$ cat src/rtl/gray_pseudocolor.sv
// Gray-to-pseudocolour mapper: stage 1 forms full-width RGB from the selected colormap,
// stage 2 keeps the MSBs for each output width. Sideband rides the same two-stage pipe.
module gray_pseudocolor #(
    parameter int         GW           = 8,
    parameter int         RW           = 5,
    parameter int         GOW          = 6,
    parameter int         BW           = 5,
    parameter logic [1:0] DEFAULT_MODE = 2'd1
) (
    input  logic           clk,
    input  logic           rst,
    input  logic [1:0]     mode_i,
    input  logic           in_valid,
    input  logic           in_vsync,
    input  logic           in_hsync,
    input  logic [GW-1:0]  in_gray,
    output logic           out_valid,
    output logic           out_vsync,
    output logic           out_hsync,
    output logic [RW-1:0]  out_r,
    output logic [GOW-1:0] out_g,
    output logic [BW-1:0]  out_b,
    output logic [1:0]     mode_active
);

    localparam logic [GW-1:0] MAX  = {GW{1'b1}};
    localparam logic [GW-1:0] ZERO = {GW{1'b0}};

    localparam logic [1:0] MODE_GRAY = 2'd0;
    localparam logic [1:0] MODE_JET  = 2'd1;
    localparam logic [1:0] MODE_HOT  = 2'd2;
    localparam logic [1:0] MODE_INV  = 2'd3;

    logic            vsync_prev_r;
    logic            vsync_rise_s;
    logic [1:0]      mode_active_r;
    logic [1:0]      mode_eff_s;
    logic [3*GW-1:0] rgb_s;

    logic            s1_valid_r;
    logic            s1_vsync_r;
    logic            s1_hsync_r;
    logic [GW-1:0]   s1_r_r;
    logic [GW-1:0]   s1_g_r;
    logic [GW-1:0]   s1_b_r;
    logic            unused_lsb_s;

    // up ramps 0..MAX across each quarter of the input range; dn is its mirror.
    function automatic logic [3*GW-1:0] colormap(input logic [1:0] mode, input logic [GW-1:0] gray);
        logic [1:0]    k;
        logic [GW-3:0] o;
        logic [GW-1:0] up;
        logic [GW-1:0] dn;
        logic [GW-1:0] r;
        logic [GW-1:0] g;
        logic [GW-1:0] b;
        k  = gray[GW-1 -: 2];
        o  = gray[GW-3:0];
        up = {o, o[GW-3 -: 2]};
        dn = MAX - up;
        case (mode)
            MODE_GRAY: begin r = gray;       g = gray;       b = gray;       end
            MODE_INV:  begin r = MAX - gray; g = MAX - gray; b = MAX - gray; end
            MODE_JET: begin
                case (k)
                    2'd0:    begin r = ZERO; g = MAX;  b = dn;   end
                    2'd1:    begin r = ZERO; g = dn;   b = up;   end
                    2'd2:    begin r = up;   g = ZERO; b = MAX;  end
                    2'd3:    begin r = MAX;  g = ZERO; b = dn;   end
                    default: begin r = ZERO; g = ZERO; b = ZERO; end
                endcase
            end
            MODE_HOT: begin
                case (k)
                    2'd0:    begin r = up;   g = ZERO; b = ZERO; end
                    2'd1:    begin r = MAX;  g = up;   b = ZERO; end
                    2'd2:    begin r = MAX;  g = MAX;  b = up;   end
                    2'd3:    begin r = MAX;  g = MAX;  b = MAX;  end
                    default: begin r = ZERO; g = ZERO; b = ZERO; end
                endcase
            end
            default: begin r = ZERO; g = ZERO; b = ZERO; end
        endcase
        return {r, g, b};
    endfunction

    // Mode for the current pixel: a vsync rising edge takes mode_i immediately.
    always_comb begin
        vsync_rise_s = in_vsync & ~vsync_prev_r;
        if (vsync_rise_s) begin
            mode_eff_s = mode_i;
        end else begin
            mode_eff_s = mode_active_r;
        end
        rgb_s = colormap(mode_eff_s, in_gray);
    end

    // Frame-synchronous mode register and vsync edge history.
    always_ff @(posedge clk or posedge rst) begin
        if (rst) begin
            vsync_prev_r  <= 1'b0;
            mode_active_r <= DEFAULT_MODE;
        end else begin
            vsync_prev_r <= in_vsync;
            if (vsync_rise_s) begin
                mode_active_r <= mode_i;
            end
        end
    end

    // Stage 1: sideband every cycle, colour only on valid pixels.
    always_ff @(posedge clk or posedge rst) begin
        if (rst) begin
            s1_valid_r <= 1'b0;
            s1_vsync_r <= 1'b0;
            s1_hsync_r <= 1'b0;
            s1_r_r     <= ZERO;
            s1_g_r     <= ZERO;
            s1_b_r     <= ZERO;
        end else begin
            s1_valid_r <= in_valid;
            s1_vsync_r <= in_vsync;
            s1_hsync_r <= in_hsync;
            if (in_valid) begin
                s1_r_r <= rgb_s[3*GW-1 -: GW];
                s1_g_r <= rgb_s[2*GW-1 -: GW];
                s1_b_r <= rgb_s[GW-1:0];
            end
        end
    end

    // Stage 2: truncate to output widths; colour holds across invalid cycles.
    always_ff @(posedge clk or posedge rst) begin
        if (rst) begin
            out_valid <= 1'b0;
            out_vsync <= 1'b0;
            out_hsync <= 1'b0;
            out_r     <= {RW{1'b0}};
            out_g     <= {GOW{1'b0}};
            out_b     <= {BW{1'b0}};
        end else begin
            out_valid <= s1_valid_r;
            out_vsync <= s1_vsync_r;
            out_hsync <= s1_hsync_r;
            if (s1_valid_r) begin
                out_r <= s1_r_r[GW-1 -: RW];
                out_g <= s1_g_r[GW-1 -: GOW];
                out_b <= s1_b_r[GW-1 -: BW];
            end
        end
    end

    // Truncated LSBs are intentionally dropped.
    assign unused_lsb_s = ^{s1_r_r, s1_g_r, s1_b_r};
    assign mode_active  = mode_active_r;

endmodule

$ cat config.mk
export PLATFORM = sky130hd
export DESIGN_NAME = gray_pseudocolor
export DESIGN_NICKNAME = d
export VERILOG_FILES = /design/src/rtl/gray_pseudocolor.sv
export SDC_FILE = /design/constraint.sdc
export NUM_CORES = 1
export LEC_CHECK = 0
export ABC_CLOCK_PERIOD_IN_PS = 3850
export CORE_MARGIN = 1
export CORE_UTILIZATION = 57
export DETAILED_ROUTE_END_ITERATION = 10
export PLACE_DENSITY = 0.85
export SETUP_SLACK_MARGIN = 0.4
export SLEW_MARGIN = 30
export SYNTH_ARGS = -nofsm -noshare
export SYNTH_HDL_FRONTEND = slang
export SYNTH_SLANG_ARGS = --single-unit
$ cat constraint.sdc
create_clock -name clk -period 3.85 [get_ports clk]
set_input_delay 0.77 -clock clk [delete_from_list [all_inputs] [get_ports clk]]
set_output_delay 0.77 -clock clk [all_outputs]
set_load 0.01 [all_outputs]
======== After elaboration in Yosys (flattened, before gate mapping) ========
Index checks and enable logic that the tools add are counted.
storage, ports and cells
  bits in registers ....................... 48
  input port bits ......................... 15
  output and inout bits ................... 21
  logic and storage cells ................. 38
operators by class
  add/subtract/negate cells ............... 2
  equal/unequal tests ..................... 6
  mux-type cells .......................... 9
  bitwise operators ....................... 2
  reductions and logical operators ........ 6
operators by type and width
  operator                                              number
  one-hot mux 8 bit (3 select lines)                    4
  one-hot mux 8 bit (4 select lines)                    3
  one-hot mux 8 bit (2 select lines)                    1
  subtractor 8 bit (first input constant)               2
  equality test 2 bit (second input constant)           4
  OR reduction 2 bit                                    3
  equality test 2 x 1 -> 1 bit (second input constant)  2
  logical NOT 2 bit                                     2
  OR reduction 3 bit                                    1
  two-way mux 2 bit                                     1
  AND 1 bit                                             1
  inverter 1 bit                                        1

======== Longest topological paths before layout ========
Gate-level depths: netlist (run 1).
  depth after elaboration ................. 5
  gate-level depth with buffers ........... 8
  gate-level depth less buffers ........... 7

======== Least setup slack after synthesis (run 1) ========
Ideal clock, no wire load.
  path kind ............................... input -> register
  start ................................... input in_gray[6]
  end ..................................... register s1_b_r[4]
  library setup time ...................... 0.130 ns
  data arrival time ....................... 2.015 ns
  data required time ...................... 3.720 ns
  path slack .............................. 1.705 ns
  stages on the path ...................... 7
  path buffers ............................ 0
  cell sequence ........................... inv_1 ha_1 or2_1 o22ai_1 a21oi_2 a2111oi_2 nor3_1
between the ends
  longest elaborated chain between the ends .. 4
  elaborated cells between the ends (all ways) .. 9
  classes of those cells .................. 3 x eq/ne; 3 x mux; 3 x reduce/logical
RTL lines
  element                                                RTL line  text
  start: declaration                                     16        input logic [GW-1:0] in_gray,
  equality test 2 x 1 -> 1 bit (tied with other cells)   65, 74
  OR reduction 2 bit (no line)                           n/a
  one-hot mux 8 bit (3 select lines) (on tied branches)  74, 65
  one-hot mux 8 bit (4 select lines) *                   61        case (mode)
  end signal: assignment                                 127       s1_b_r <= rgb_s[GW-1:0];
  end: declaration                                       45        logic [GW-1:0] s1_b_r;
Mark *: on every way between the ends. The rest lies on a longest branch, timed or not.
A chain may end at the register's enable or synchronous reset.

======== Worst setup path in the final report (run 1) ========
  start ................................... input in_gray[6]
  end ..................................... register s1_b_r[6]
between the ends
  longest elaborated chain between the ends .. 4
  elaborated cells between the ends (all ways) .. 10
  classes of those cells .................. 1 x add/sub; 3 x eq/ne; 3 x mux; 3 x reduce/logical
RTL lines
  element                                                   RTL line
  branches (longest 3 deep; another with subtractor 8 bit)  n/a
  one-hot mux 8 bit (4 select lines) *                      61
Mark *: on every way between the ends.

==> results of run 1 <==
## per-layer routing
| layer | vias up | routed length [um] |
|---|---|---|
| li1 | 883 | - |
| met1 | 873 | 2220 |
| met2 | 45 | 2280 |
| met3 | 8 | 180 |
| met4 | 0 | 66 |
| met5 | - | 0 |
## layout by cell type (no fill, tap or decap), types with 3 or more instances in the layout
master | netlist | final
dfrtp_1 | 39 | 39
clkdlybuf4s50_1 | 0 | 35
nor2_1 | 22 | 22
a21oi_1 | 21 | 21
nand2_1 | 12 | 12
inv_1 | 10 | 10
mux2_2 | 10 | 10
o22ai_1 | 7 | 7
nor3_1 | 6 | 6
o21ai_1 | 6 | 6
mux2_1 | 6 | 6
mux2i_1 | 5 | 5
o21ai_0 | 5 | 5
ha_1 | 5 | 5
clkbuf_8 | 0 | 5
a21o_1 | 4 | 4
a31oi_1 | 4 | 4
buf_4 | 1 | 4
nand2b_1 | 3 | 3
a211oi_1 | 3 | 3
inv_2 | 3 | 3
o221ai_1 | 3 | 3
o22a_1 | 3 | 3
a22o_1 | 3 | 3
## power by group
group	internal [uW]	total, uW	switching, uW
Sequential	503	550	46.8
Clock	126	271	145
Combinational	199	383	184
Total	828	1200	376
## stage by stage
step	cell area, um^2	hold slack (ps)
4_1_cts	2680	359
5_1_grt	2680	380
3_3_place_gp	2590	336
2_1_floorplan	2240	331
3_5_place_dp	2590	342
6_report	2680	358
## worst max-delay path, cell delays in order
cell             delay (ps)
clkdlybuf4s50_1         680
inv_1                   140
ha_1                    320
or2_1                   320
o22ai_1                 250
a21oi_2                  90
a2111oi_2               350
nor3_1                   90
## final cells by class
| class | instances | area (um^2) | share of cell area [%] |
|---|---|---|---|
| clock buffers | 5 | 68.8 | 2.57 |
| repair buffers | 39 | 380 | 14.2 |
| flip-flops and latches | 40 | 1000 | 37.4 |
| inverters | 14 | 52.6 | 1.96 |
| well taps | 48 | 60.1 | 2.24 |
| multi-input cells | 154 | 1090 | 40.9 |
| clock inverters | 3 | 18.8 | 0.701 |
## sequential cells by signal, indices dropped and copies added (netlist names)
signal       flops
s1_b_r           5
s1_r_r           5
s1_g_r           6
out_r            5
s1_vsync_r       1
out_vsync        1
out_hsync        1
out_valid        1
out_g            6
out_b            5
s1_valid_r       1
mode_active      2
s1_hsync_r       1
## logic make-up after synthesis
family	count (synthesis)
simple gates	52
fa+ha+maj	5
buf+inv	30
mux	22
flops	40
compound gates	75
## worst min-delay path by stage
stage | end | slack (ps) | cells past startpoint
2_1_floorplan | out_hsync$_DFF_PP0_ | 330 | 0
3_3_place_gp | out_hsync$_DFF_PP0_ | 340 | 0
3_5_place_dp | out_hsync$_DFF_PP0_ | 340 | 0
4_1_cts | out_hsync$_DFF_PP0_ | 360 | 0
5_1_grt | out_hsync$_DFF_PP0_ | 380 | 0
6_report | out_hsync$_DFF_PP0_ | 360 | 0
==> flow_summary.ini, run 1 <==
[status]
status = finished clean

[synthesis]
synth-xor-area-share_pct = 0
synth_compound_area_share_pct = 23.6
syn_nets = 244
yosysMostFrequentCell = dfrtp_1
syn_avg_cell_area_um2 = 9.98
yosys.area_share.simple_pct = 11.2
synth_top_family_by_area = compound AO/OA/AOI/OAI gates
synth_area_leaders = dfrtp_1, mux2_2, a21oi_1
synthTopCellsByCount = dfrtp_1, nor2_1, a21oi_1
yosysSeqAreaShare_pct = 44.8
synth_edf_count = 0
synth_seq_cells = 40
yosys.area.top_type_share_pct = 43.6
muxShareOfSynthArea_pct = 11.3
synthAdderAreaFrac_pct = 2.80
async_reset_ff_share_pct = 100
synth-main-ff-cell = dfrtp_1
synth_cell_types = 46
syn_inst = 224
netlist_area_um2 = 2240
synth.largest_area_cell = dfrtp_1
synth_warnings = 0

[placed_design]
finalWeightedCongestion = 0.911
hpwl_um = 3290
post-place-ws_ps = 742
dp.cells = 295
port_buffers = 35

[floorplan]
die_y_um = 64.6
core_um2 = 3720
die-area_um2 = 4180
die_w_um = 64.6
start_util_pct = 60.2
ioPinCount = 36
rows = 22

[timing]
skew_ps = 10.8
maxSlewHeadroom_pct = 53.0
max_freq_mhz = 352
final.period_utilization_pct = 73.7
finalSetupViolCount = 0
fin_ws_ps = 1010
slew_violations = 0
period_needed_ps = 2840
worstMarginPinSlew_ps = 705
finalSetupTns_ps = 0
rsz0062_at_grt = false
final_hold_viol_count = 0

[cells_and_area]
area_delta_synth_final_pct = 19.7
stdcell_count = 303
finish.utilization_pct = 72.0
diodes = 0
final_nets = 274
drive_gt1_share_pct = 13.7
fillers = 291

[worst_setup_path]
worstSetupPathType = input port to register
r2r_setup_slack_ps = 1630
cp_max_fo = 8
cp_data_required_time_ps = 4020
r2r_cells = 5
timing.rr.start = s1_vsync_r$_DFF_PP0_
cp-startpoint = in_gray[6]
cp-endpoint = s1_b_r[6]$_DFFE_PP0P_
worstPathArrival_ps = 3010
worstSetupStartpointType = input port
r2r_end = s1_g_r[6]$_DFFE_PP0P_
critPathCaptureType = register

[clock_network]
cts_hold_buf = 0
cts_sinks = 40
cts_tree = done
clkLatencyLatePin_ps = 300
cts_buffer_depth = 2
cts_htree_levels = 2
clk_root_buffer_cell = clkbuf_8
cts-resized-gates = 0
cts_made_buffers = 5
cts_setup_buffers = 0
path_clk_slew_ps = 70

[worst_hold_path]
hp-start = s1_hsync_r$_DFF_PP0_
min_path_type = register to register

[grt]
use_met2_pct = 41.3
top_usage_layer = met2
grt_max_degree = 41
antenna_found_initial = 0
overflow = 0
use_met3_pct = 4.23
grt_pass1_vias = 1690
grt.total_usage_pct = 25.9
grt_pass1_wl_um = 8160
grtUsageMet1_pct = 35.5

[pwr]
pwr_density_cell_nw_per_um2 = 450
vdd_ir_drop_max_mv = 0.247
finalPower_uw = 1200
p_leak_uw = 0.00113

[routing]
drc = 0
drtIter0Drc = 108
drt-total-wl_um = 4740
vias = 1809
ant_nets = 0
vias_per_cell = 5.97
firstDrtPassIters = 4
drt-wirelength-per-cell_um = 15.6

[flow_run]
maxCapViolations = 0
(Power assumes the default switching activity.)
==> run 2, diff against run 1 <==
--- a/config.mk
+++ b/config.mk
@@ -5,11 +5,11 @@
 export SDC_FILE = /design/constraint.sdc
 export NUM_CORES = 1
 export LEC_CHECK = 0
-export ABC_CLOCK_PERIOD_IN_PS = 3850
+export ABC_CLOCK_PERIOD_IN_PS = 2600
 export CORE_MARGIN = 1
-export CORE_UTILIZATION = 57
+export CORE_UTILIZATION = 48
 export DETAILED_ROUTE_END_ITERATION = 10
-export PLACE_DENSITY = 0.85
+export PLACE_DENSITY = 0.77
 export SETUP_SLACK_MARGIN = 0.4
 export SLEW_MARGIN = 30
 export SYNTH_ARGS = -nofsm -noshare
==> constraint.sdc (replaced) <==
create_clock -name clk -period 2.6 [get_ports clk]
set_input_delay 0.52 -clock clk [delete_from_list [all_inputs] [get_ports clk]]
set_output_delay 0.52 -clock clk [all_outputs]
set_load 0.01 [all_outputs]
==> run 2 against run 1 <==
Effect of this change: core utilization shrank 8.2 points; clock power grew 81%; count of clock-buffer cells in the layout is the same; die area grew 18%; combinational power grew 55%; clock skew shrank 2.1 ps; critical path depth shrank 1; critical path type unchanged; largest cell class unchanged; largest power group unchanged.
==> flow_summary.ini, run 2 (synthesis gave the netlist of run 1 again) <==
[timing]
finalSetupTns_ps = 0
skew_ps = 8.64
worstMarginPinSlew_ps = 724
rsz0062_at_grt = false
max_freq_mhz = 482
period_needed_ps = 2070
finalSetupViolCount = 0
slew_violations = 0
maxSlewHeadroom_pct = 51.8
final_hold_viol_count = 0
final.period_utilization_pct = 79.7

[floorplan]
ioPinCount = 36
start_util_pct = 50.7
die_y_um = 70.3
rows = 24
die-area_um2 = 4940
die_w_um = 70.3
core_um2 = 4410

[routing]
ant_nets = 0
drc = 0
drt-wirelength-per-cell_um = 16.0
drt-total-wl_um = 5100
vias = 1835
drtIter0Drc = 66
vias_per_cell = 5.75
firstDrtPassIters = 4

[clock_network]
clkLatencyLatePin_ps = 290
cts_made_buffers = 5
cts_tree = done
path_clk_slew_ps = 70
cts_htree_levels = 2
clk_root_buffer_cell = clkbuf_8
cts_buffer_depth = 2
cts_sinks = 40

[pwr]
vdd_ir_drop_max_mv = 0.342
p_leak_uw = 0.00121
pwr_density_cell_nw_per_um2 = 675
p_int_uw = 1340
p_seq_share_pct = 43.0
switching_share_pct = 29.5
pwr-share-clk_pct = 25.8
combPwrFrac_pct = 31.2
power_switching_uw = 562

[worst_setup_path]
worstSetupStartpointType = input port
critPathCaptureType = register
cp_slowest_stage_delay_ps = 480
cp_max_fo = 14
slowest_stage = clkdlybuf4s50_1
cp_data_required_time_ps = 2760
worstSetupPathType = input port to register
crit_path_cell_trace = clkdlybuf4s50_1 > nand2b_2 > mux2i_4 > buf_4 > a21oi_2 > a2111oi_2 > nor3_1
worstPathArrival_ps = 2230

[cells_and_area]
layout_commonest_cell = dfrtp_1
final_nets = 286
drive_gt1_share_pct = 19.5
stdcell_count = 319
top_regs = out_g: 6 flops, s1_g_r: 6 flops
area_delta_synth_final_pct = 26.1
diodes = 0
mostFrequentLayoutCells = dfrtp_1, clkdlybuf4s50_1, nor2_1

[placed_design]
dp.cells = 311
hpwl_um = 3590
port_buffers = 35
finalWeightedCongestion = 0.852

[flow_run]
maxCapViolations = 0

[grt]
antenna_found_initial = 0
grt.total_usage_pct = 22.6
grt_max_degree = 41
grt_pass1_wl_um = 8880
grt_pass1_vias = 1880
overflow = 0

[status]
status = finished clean

[worst_hold_path]
min_path_type = register to register
[run 2: cell types whose count changed in the layout (fill, tap and decap cells not counted), sizes merged]
cell | before | now
buf | 4 | 16
bufinv | 0 | 1
clkdlybuf4s50 | 35 | 33
clkinv | 4 | 2
clkinvlp | 0 | 1
dlygate4sd2 | 0 | 1
dlymetal6s2s | 0 | 1
[run 2: final cells by class]
type | count | area [um^2]
clock inverters | 3 | 42.5
multi-input cells | 154 | 1120
fillers | 398 | 1600
repair buffers | 51 | 472
clock buffers | 5 | 68.8
inverters | 14 | 52.6
flip-flops and latches | 40 | 1000
well taps | 52 | 65.1
[run 2: metal layers]
layer  share of wire [%]  track usage (%)
met5                   0                0
met3                 2.5             3.32
met1                  49             31.4
met4                 1.0             7.33
met2                  48             36.4
[run 2: worst paths after layout]
path	start	end	slack, ps	depth (start not counted)
worst max-delay path	in_vsync	s1_b_r[4]$_DFFE_PP0P_	530	7
worst min-delay path	s1_hsync_r$_DFF_PP0_	out_hsync$_DFF_PP0_	360	0
worst max register to register	s1_vsync_r$_DFF_PP0_	s1_b_r[4]$_DFFE_PP0P_	800	6
worst min register to register	s1_hsync_r$_DFF_PP0_	out_hsync$_DFF_PP0_	360	0
max in group asynchronous	rst	mode_active[0]$_DFF_PP1_	1580	3
min in group asynchronous	rst	s1_b_r[5]$_DFFE_PP0P_	660	3
[run 2: metrics by stage]
step | setup WS (ps) | hold WS, ps | area (um^2) | power, uW | utilization, %
after floorplan | 705 | 331 | 2240 | 1160 | -
after global placement | 47.6 | 336 | 2680 | 1400 | 60.8
after detailed placement | -16.7 | 348 | 2680 | 1420 | 60.8
after CTS | 404 | 365 | 2810 | 1920 | 63.6
after global routing | 400 | 369 | 2820 | 2020 | 63.9
final | 527 | 359 | 2820 | 1900 | 63.9
[run 2: power by group through the flow]
| stage | registers, uW | clock network, uW | logic [uW] |
|---|---|---|---|
| 2_1_floorplan | 845 | 0 | 314 |
| 3_3_place_gp | 824 | 0 | 576 |
| 3_5_place_dp | 831 | 0 | 586 |
| 4_1_cts | 819 | 509 | 593 |
| 5_1_grt | 837 | 535 | 645 |
| 6_report | 818 | 491 | 593 |
[run 2: critical path, delay by kind of cell]
| family | cells | cell delay, ps |
|---|---|---|
| mux | 1 | 260 |
| compound gates | 2 | 410 |
| simple gates | 2 | 300 |
| buf+inv | 2 | 730 |
[run 2: repair_timing]
| action | in CTS | in global routing |
|---|---|---|
| setup buffers | 0 | 0 |
| endpoints found under the setup margin | 2 | 15 |
| resized for setup | 4 | 3 |
| hold buffers | 0 | 0 |
| cloned | 0 | 0 |
==> run 3, diff against run 2 <==
--- a/config.mk
+++ b/config.mk
@@ -5,11 +5,11 @@
 export SDC_FILE = /design/constraint.sdc
 export NUM_CORES = 1
 export LEC_CHECK = 0
-export ABC_CLOCK_PERIOD_IN_PS = 2600
+export ABC_CLOCK_PERIOD_IN_PS = 2000
 export CORE_MARGIN = 1
-export CORE_UTILIZATION = 48
+export CORE_UTILIZATION = 53
 export DETAILED_ROUTE_END_ITERATION = 10
-export PLACE_DENSITY = 0.77
+export PLACE_DENSITY = 0.8
 export SETUP_SLACK_MARGIN = 0.4
 export SLEW_MARGIN = 30
 export SYNTH_ARGS = -nofsm -noshare
==> constraint.sdc (replaced) <==
create_clock -name clk -period 2 [get_ports clk]
set_input_delay 0.4 -clock clk [delete_from_list [all_inputs] [get_ports clk]]
set_output_delay 0.4 -clock clk [all_outputs]
set_load 0.01 [all_outputs]
==> run 3 against run 2 <==
Effect of this change: combinational power rose by 58%; global-route usage rose by 6.5 points; sequential share of layout area down 4.7 points; via count is 9.9% higher; non-clock buffer count is 34 higher; highest routed layer unchanged; critical path type is now register to register; worst hold slack hardly changed; routed wire length rose by 17%; flip-flop and latch count did not move; sequential power is 28% higher.
==> flow_summary.ini, run 3 (synthesis gave the netlist of run 1 again) <==
[placed_design]
postPlaceCellArea_um2 = 2950
port_buffers = 35
dp.cells = 339
hpwl_um = 4170
finalWeightedCongestion = 0.995

[floorplan]
ioPinCount = 36
core_um2 = 4030
die_y_um = 67.0
rows = 23
die_w_um = 67.0
die-area_um2 = 4480
start_util_pct = 55.5

[timing]
rsz0062_at_grt = true
hold_slack_ps = 359
period_needed_ps = 1670
worstMarginPinSlew_ps = 497
slew_violations = 0
finalSetupViolCount = 0
maxSlewHeadroom_pct = 66.9
max_freq_mhz = 599
skew_ps = 12.7
final.period_utilization_pct = 83.5
final_hold_viol_count = 0

[pwr]
finalPower_uw = 2680
p_leak_uw = 0.00150
pwr_density_cell_nw_per_um2 = 822
vdd_ir_drop_max_mv = 0.518

[clock_network]
path_clk_slew_ps = 80
cts_htree_levels = 2
cts_made_buffers = 5
cts_buffer_depth = 2
clk_root_buffer_cell = clkbuf_8
cts_tree = done
cts_sinks = 40
clkLatencyLatePin_ps = 300

[worst_hold_path]
min_path_type = register to register

[flow_run]
maxCapViolations = 0

[grt]
overflow = 0
antenna_found_initial = 0
grt.total_usage_pct = 29.1
grt_pass1_wl_um = 9460
grt_max_degree = 41
grt_pass1_vias = 1988

[cells_and_area]
drive_gt1_share_pct = 34.9
layout_commonest_cell = buf_4
fillers = 236
stdcell_count = 351
final_cell_area_um2 = 3260
diodes = 0
mostFrequentLayoutCells = buf_4, dfrtp_1, nor2_1
finish.utilization_pct = 80.8
area_delta_synth_final_pct = 45.7
final_nets = 320
top_regs = out_g: 6 flops, s1_g_r: 6 flops

[routing]
drtIter0Drc = 130
vias = 2016
vias_per_cell = 5.74
drc = 0
ant_nets = 0
drt-total-wl_um = 5980
drt-wirelength-per-cell_um = 17.0
firstDrtPassIters = 4

[worst_setup_path]
crit_buf_inv = 2
critPathCaptureType = register
cp_max_fo = 8
worstPathArrival_ps = 1860
worstSetupStartpointType = register
cp_data_required_time_ps = 2190
slowest_stage = mux2i_4
crit_path_cell_trace = nand2b_4 > mux2i_4 > inv_4 > buf_6 > a2111oi_4 > nor3_2
cp_top_family = multiplexers
worstSetupPathType = register to register
cp_slowest_stage_delay_ps = 370

[status]
status = finished clean
## run 3: report_power, final
part	internal (uW)	switching, uW	leakage, uW
Sequential	969	82.0	0.000456
Combinational	485	453	0.000987
Clock	376	313	0.0000548
## run 3: repair_timing
action	in CTS	in global routing
setup buffers	3	0
hold buffers	0	0
cloned	1	0
setup endpoints to repair	22	28
hold endpoints to repair	0	0
pin swaps	8	2
gates resized for setup	37	22
## run 3: final cells by class
type	instances	area [um^2]	share of cell area (%)
Timing Repair Buffer	85	759	23.3
Tap cell	50	62.6	1.92
Sequential cell	40	1000	30.8
Inverter	14	57.6	1.77
Clock buffer	5	68.8	2.11
Clock inverter	3	46.3	1.42
Multi-Input combinational cell	154	1260	38.6
## run 3: worst reg2reg max path, cell delays in order, from the launching register on
cell and delay (ps):
dfrtp_1 360, nand2b_4 180, mux2i_4 370, inv_4 130, buf_6 150, a2111oi_4 300, nor3_2 70
## run 3: worst paths after layout
kind / start / end / slack, ps / cells past startpoint
min in group asynchronous: rst / s1_b_r[5]$_DFFE_PP0P_ / 530 / 3
max in group asynchronous: rst / mode_active[1]$_DFF_PP0_ / 1100 / 3
max: s1_vsync_r$_DFF_PP0_ / s1_b_r[6]$_DFFE_PP0P_ / 330 / 6
min reg2reg: s1_hsync_r$_DFF_PP0_ / out_hsync$_DFF_PP0_ / 360 / 0
min: s1_hsync_r$_DFF_PP0_ / out_hsync$_DFF_PP0_ / 360 / 0
max reg2reg: s1_vsync_r$_DFF_PP0_ / s1_b_r[6]$_DFFE_PP0P_ / 330 / 6
## run 3: metal layers
layer / vias to the layer above / track usage (%) / part of all wire, %
li1: 967 / - / -
met1: 966 / 35.5 / 43
met2: 65 / 50.1 / 51
met3: 18 / 5.65 / 4.2
met4: 0 / 11.2 / 2.1
met5: - / 0 / 0
## run 3: stage by stage
| step | setup TNS [ps] | setup WS, ps |
|---|---|---|
| after floorplan | 0 | 383 |
| after global placement | -3250 | -255 |
| after detailed placement | -3490 | -312 |
| after CTS | 0 | 333 |
| after global routing | 0 | 236 |
| final | 0 | 330 |
